`config.mk`:
```
export PLATFORM = sky130hd
export DESIGN_NAME = pipeline_hazard_ctrl
export DESIGN_NICKNAME = d
export VERILOG_FILES = /design/src/rtl/hazard_pkg.sv /design/src/rtl/hazard_scoreboard.sv /design/src/rtl/pipeline_hazard_ctrl.sv
export SDC_FILE = /design/constraint.sdc
export NUM_CORES = 1
export LEC_CHECK = 0
export ABC_AREA = 1
export CORE_ASPECT_RATIO = 0.6
export CORE_MARGIN = 5
export CORE_UTILIZATION = 45
export CTS_CLUSTER_SIZE = 25
export DETAILED_ROUTE_END_ITERATION = 7
export GPL_TIMING_DRIVEN = 0
export SYNTH_ARGS = -nofsm -noshare
export SYNTH_HDL_FRONTEND = slang
export SYNTH_SLANG_ARGS = --single-unit
```
`constraint.sdc`:
```
create_clock -name clk -period 3.16 [get_ports clk]
set_clock_uncertainty 0.05 [all_clocks]
set_input_delay 0.474 -clock clk [delete_from_list [all_inputs] [get_ports clk]]
set_output_delay 0.474 -clock clk [all_outputs]
set_load 0.1 [all_outputs]
```
`src/rtl/hazard_pkg.sv`:
```
// rtl/hazard_pkg.sv - shared defaults and flush FSM state type for the hazard controller
package hazard_pkg;
    localparam int DEF_NUM_REGS     = 32;
    localparam int DEF_LOAD_LATENCY = 1;
    localparam int DEF_FLUSH_CYCLES = 1;
    localparam int DEF_MAX_STALL    = 15;
    localparam int DEF_CNT_W        = 32;
    localparam int SB_W             = 3;

    typedef enum logic {
        ST_IDLE  = 1'b0,
        ST_FLUSH = 1'b1
    } flush_state_e;
endpackage

```
`src/rtl/hazard_scoreboard.sv`:
```
// rtl/hazard_scoreboard.sv - per-register load countdown and source hazard detection
import hazard_pkg::*;

module hazard_scoreboard #(
    parameter int NUM_REGS     = DEF_NUM_REGS,
    parameter int LOAD_LATENCY = DEF_LOAD_LATENCY,
    localparam int RW          = $clog2(NUM_REGS)
) (
    input  logic          clk,
    input  logic          rst,
    input  logic          load_valid,
    input  logic [RW-1:0] load_rd,
    input  logic [RW-1:0] rs1,
    input  logic          use_rs1,
    input  logic [RW-1:0] rs2,
    input  logic          use_rs2,
    output logic          hazard_rs1,
    output logic          hazard_rs2
);
    localparam logic [SB_W-1:0] LD_INIT = SB_W'(LOAD_LATENCY - 1);

    logic [SB_W-1:0] cnt [NUM_REGS];

    always_ff @(posedge clk) begin
        for (int r = 0; r < NUM_REGS; r++) begin
            if (rst || r == 0) begin
                cnt[r] <= '0;
            end else if (load_valid && load_rd == RW'(r)) begin
                cnt[r] <= LD_INIT;
            end else if (cnt[r] != '0) begin
                cnt[r] <= cnt[r] - 1'b1;
            end
        end
    end

    // The load sitting in EX right now is not in cnt yet, so it is matched directly.
    function automatic logic src_hazard(input logic used, input logic [RW-1:0] idx);
        return used && (idx != '0) &&
               ((load_valid && load_rd == idx) || (cnt[idx] != '0));
    endfunction

    assign hazard_rs1 = src_hazard(use_rs1, rs1);
    assign hazard_rs2 = src_hazard(use_rs2, rs2);
endmodule

```
`src/rtl/pipeline_hazard_ctrl.sv`:
```
// rtl/pipeline_hazard_ctrl.sv - load-use stall, redirect flush, stall watchdog and event counters
import hazard_pkg::*;

module pipeline_hazard_ctrl #(
    parameter int NUM_REGS     = DEF_NUM_REGS,
    parameter int LOAD_LATENCY = DEF_LOAD_LATENCY,
    parameter int FLUSH_CYCLES = DEF_FLUSH_CYCLES,
    parameter int MAX_STALL    = DEF_MAX_STALL,
    parameter int CNT_W        = DEF_CNT_W,
    localparam int RW          = $clog2(NUM_REGS)
) (
    input  logic             clk,
    input  logic             rst,
    input  logic             id_valid,
    input  logic [RW-1:0]    id_rs1,
    input  logic [RW-1:0]    id_rs2,
    input  logic             id_uses_rs1,
    input  logic             id_uses_rs2,
    input  logic             ex_valid,
    input  logic             ex_reg_write,
    input  logic             ex_is_load,
    input  logic [RW-1:0]    ex_rd,
    input  logic             redirect,
    output logic             stall,
    output logic             flush,
    output logic             stall_timeout,
    output logic [CNT_W-1:0] stall_count,
    output logic [CNT_W-1:0] flush_count
);
    localparam int CW = $clog2(MAX_STALL + 2);

    flush_state_e  state;
    logic [2:0]    fcnt;
    logic [CW-1:0] consec;
    logic          load_valid;
    logic          hazard_rs1;
    logic          hazard_rs2;

    assign load_valid = ex_valid && ex_is_load && ex_reg_write && (ex_rd != '0) && !redirect;

    hazard_scoreboard #(
        .NUM_REGS     (NUM_REGS),
        .LOAD_LATENCY (LOAD_LATENCY)
    ) u_scoreboard (
        .clk        (clk),
        .rst        (rst),
        .load_valid (load_valid),
        .load_rd    (ex_rd),
        .rs1        (id_rs1),
        .use_rs1    (id_uses_rs1),
        .rs2        (id_rs2),
        .use_rs2    (id_uses_rs2),
        .hazard_rs1 (hazard_rs1),
        .hazard_rs2 (hazard_rs2)
    );

    assign flush = redirect || (state == ST_FLUSH);
    assign stall = id_valid && (hazard_rs1 || hazard_rs2) && !flush;

    always_ff @(posedge clk) begin
        if (rst) begin
            state <= ST_IDLE;
            fcnt  <= '0;
        end else if (redirect) begin
            if (FLUSH_CYCLES > 1) begin
                state <= ST_FLUSH;
                fcnt  <= 3'(FLUSH_CYCLES - 1);
            end
        end else if (state == ST_FLUSH) begin
            if (fcnt == 3'd1) begin
                state <= ST_IDLE;
            end else begin
                fcnt <= fcnt - 1'b1;
            end
        end
    end

    // consec saturates one past MAX_STALL so it never wraps during a long stall.
    always_ff @(posedge clk) begin
        if (rst) begin
            consec        <= '0;
            stall_timeout <= 1'b0;
        end else begin
            if (!stall) begin
                consec <= '0;
            end else if (consec != CW'(MAX_STALL + 1)) begin
                consec <= consec + 1'b1;
            end
            if (stall && consec >= CW'(MAX_STALL)) begin
                stall_timeout <= 1'b1;
            end
        end
    end

    always_ff @(posedge clk) begin
        if (rst) begin
            stall_count <= '0;
            flush_count <= '0;
        end else begin
            if (stall && stall_count != '1) begin
                stall_count <= stall_count + 1'b1;
            end
            if (flush && flush_count != '1) begin
                flush_count <= flush_count + 1'b1;
            end
        end
    end
endmodule

```
==> load_flow_metrics.sql <==
INSERT INTO impl_metrics (metric_group, metric, value, unit) VALUES
('status', 'status', 'completed', ''),
('pwr', 'p_int', '5.16', 'mW'),
('yosys', 'post_synth.cell_area_avg', '6.98', 'sq um'),
('yosys', 'syn-num-nets', '1685', ''),
('drt', 'via_count', '10639', ''),
('timing', 'worst_slack', '0.0683', 'ns'),
('cts', 'numClockSinks', '167', ''),
('global_routing', 'grt_start_max_net_pins', '19', ''),
('timing', 'fin_crit_sh', '97.8', '%'),
('setup_path', 'startpoint_type_of_the_worst_setup_path', 'input port', ''),
('layout', 'mostFrequentLayoutCells', '370 x nand2_1, 280 x inv_1, 249 x nor2_1', ''),
('timing', 'final_setup_violations', '0', ''),
('cts', 'number_of_buffers_inserted_during_clock_tree_synthesis', '17', ''),
('yosys', 'main_combinational_cell_family_by_area_after_synthesis', 'simple AND/OR/NAND/NOR gates', ''),
('pwr', 'p_leak', '5.78', 'nW'),
('drt', 'detail_route.iter0.violations', '1143', ''),
('drt', 'drt_wl_total', '33700', 'um'),
('yosys', 'yosysWarnings', '0', ''),
('cts', 'cts.clk_slew.worst_paths', '0.07', 'ns'),
('floorplan', 'design.die.area', '0.0280', 'sq mm'),
('yosys', 'synth-compound-area-share', '5.19', '%'),
('yosys', 'ffs_latches_synth', '167', ''),
('drt', 'wl_met1', '16800', 'um'),
('place', 'place_ws', '-1.18', 'ns'),
('layout', 'area.sequential', '0.00427', 'sq mm'),
('yosys', 'ys_seq_area_share', '38.5', '%'),
('yosys', 'yosys-mux-area-fraction', '0', '%'),
('global_routing', 'grt_overflow', '0', ''),
('drt', 'drt_drc_violations_left', '0', ''),
('layout', 'drive_above_1_share', '6.43', '%'),
('cts', 'clock-root-buffer', 'clkbuf_16', ''),
('global_routing', 'antenna_violations_before_repair', '0', ''),
('timing', 'max-slew-margin-rel', '31.7', '%'),
('timing', 'fin_tns_setup', '0', 'ns'),
('layout', 'mostFrequentLayoutCell', 'nand2_1', ''),
('cts', 'clkLatencyLatePin', '0.46', 'ns'),
('pwr', 'p_clk_share', '25.0', '%'),
('setup_path', 'timing.critical_path.to_type', 'output pin', ''),
('timing', 'holdWs', '0.409', 'ns'),
('timing', 'timing_hold_violations_final', '0', ''),
('pwr', 'power_density', '633', 'mW/mm^2'),
('global_routing', 'groute.usage.overall', '24.1', '%'),
('floorplan', 'initial_core_util', '45.9', '%'),
('yosys', 'number_of_library_cell_types_mapped_by_synthesis', '38', ''),
('drt', 'detail_route.first_pass.iterations', '6', ''),
('yosys', 'synth-async-reset-ratio', '0', '%'),
('layout', 'antenna_cells_inserted', '0', ''),
('yosys', 'synth_xor_xnor_area_share', '1.18', '%'),
('cts', 'cts.path.max_buffers', '2', ''),
('pwr', 'swShare', '38.0', '%'),
('place', 'io_port_bufs', '89', ''),
('yosys', 'synthFlopType', 'edfxtp_1', ''),
('layout', 'layout-area-overhead-vs-synth', '18.4', '%'),
('layout', 'multi_input_comb_area', '0.00548', 'sq mm'),
('global_routing', 'grt_pass1_vias', '9709', ''),
('drt', 'routed.top_layer', 'met4', ''),
('pwr', 'peakVddDrop', '0.413', 'mV'),
('yosys', 'post_synthesis_share_of_cell_area_spent_on_and_or_nand_and_nor_gates', '34.9', '%'),
('layout', 'finalCoreUtilization', '54.3', '%'),
('cts', 'clock_tree.htree_level_count', '4', ''),
('yosys', 'combined_area_of_all_synthesized_cells', '0.0111', 'sq mm'),
('timing', 'timing.fmax', '323', 'MHz'),
('job', 'maxCapViolations', '0', ''),
('timing', 'fin_crit', '3.09', 'ns'),
('floorplan', 'die_x', '213', 'um'),
('drt', 'vias_per_cell', '5.19', ''),
('drt', 'met3_wirelength', '3430', 'um'),
('layout', 'layout.cell_area.non_filler', '0.0132', 'sq mm'),
('yosys', 'synth_enable_flop_cells', '93', ''),
('setup_path', 'critical_path_arrival', '2.57', 'ns'),
('global_routing', 'grt_first_pass_wirelength', '53300', 'um');
repair_timing:
action,CTS,global route
buffers inserted,7,6
setup endpoints to repair,1,1
hold buffers,0,0
pin swaps,1,1
resized for setup,27,6
state kept, by name (all words and copies together) (netlist names):
register	cells
consec	5
fcnt	3
flush_count	32
stall_count	32
stall_timeout	1
state	1
u_scoreboard.cnt	93
power by group through the flow:
stage / logic (mW) / registers (mW) / clock network (mW)
2_1_floorplan: 2.06 / 3.34 / 0
3_3_place_gp: 2.73 / 3.40 / 0
3_5_place_dp: 2.79 / 3.42 / 0
4_1_cts: 2.83 / 3.37 / 2.13
5_1_grt: 3.36 / 3.43 / 2.22
6_report: 2.87 / 3.37 / 2.09
stage by stage:
step | total power, mW | cells
5_1_grt | 9.01 | 2048
3_5_place_dp | 6.21 | 2003
3_3_place_gp | 6.14 | 2003
2_1_floorplan | 5.40 | 1592
4_1_cts | 8.33 | 2042
6_report | 8.33 | 2048
logic make-up after synthesis:
group,Yosys count
and+or+nand+nor,897
buffers and inverters,337
DFF,167
AOI/OAI and AO/OA,107
adders and majority gates,69
xor gates and xnor gates,15
cell type report:
| class | count | area share, % |
|---|---|---|
| buffer | 49 | 2.64 |
| clock buffer | 17 | 3.23 |
| clock inverter | 15 | 1.17 |
| inverter | 288 | 8.27 |
| multi-input combinational | 1088 | 41.6 |
| sequential | 167 | 32.5 |
| tap | 322 | 3.06 |
| timing repair buffer | 102 | 7.56 |
routing by layer:
layer  vias to the layer above  global-route usage (%)
met4                         0                    6.68
li1                       5361                       -
met1                      4759                    38.4
met5                         -                       0
met2                       476                    32.0
met3                        43                    5.67
synthesized netlist by cell type (3+ instances only):
cell	count	area, sq um
nor4_1	11	68.8
xor2_1	10	87.6
buf_2	10	50.1
buf_6	11	124
clkbuf_1	17	63.8
or2_2	10	62.6
nand3_1	137	686
ha_1	69	863
nor2_1	252	946
edfxtp_1	93	2790
nand4_1	59	369
nand2_2	3	18.8
a31oi_1	9	56.3
inv_2	5	18.8
xnor2_1	5	43.8
nand3b_1	7	52.6
a21oi_1	43	215
dfxtp_1	74	1480
o21ai_0	34	170
inv_1	281	1050
nor3_1	35	175
buf_4	9	67.6
nor2_2	5	31.3
o21ai_1	9	45.0
o31ai_1	6	45.0
nand2_1	370	1390
nor3b_1	3	22.5
worst max-delay path, stage by stage:
cell             delay (ns)
clkdlybuf4s50_1        0.57
nor2_1                 0.23
nand2_1                0.16
o21ai_1                0.19
clkinv_2               0.17
nand4_1                0.13
nand3_1                0.10
nand2_2                0.14
nand2_8                0.10
nand2_1                0.08
inv_2                  0.06
buf_12                 0.16
final timing paths:
check | startpoint | to | slack (ns) | cells past startpoint
hold reg to reg | stall_timeout$_SDFFE_PP0P_ | stall_timeout$_SDFFE_PP0P_ | 0.41 | 2
hold / removal | stall_timeout$_SDFFE_PP0P_ | stall_timeout$_SDFFE_PP0P_ | 0.41 | 2
setup / recovery | ex_rd[2] | stall | 0.07 | 12
setup reg to reg | flush_count[0]$_SDFFE_PP0P_ | flush_count[14]$_SDFFE_PP0P_ | 0.64 | 13
No activity file was read; power rests on OpenSTA's default activity.
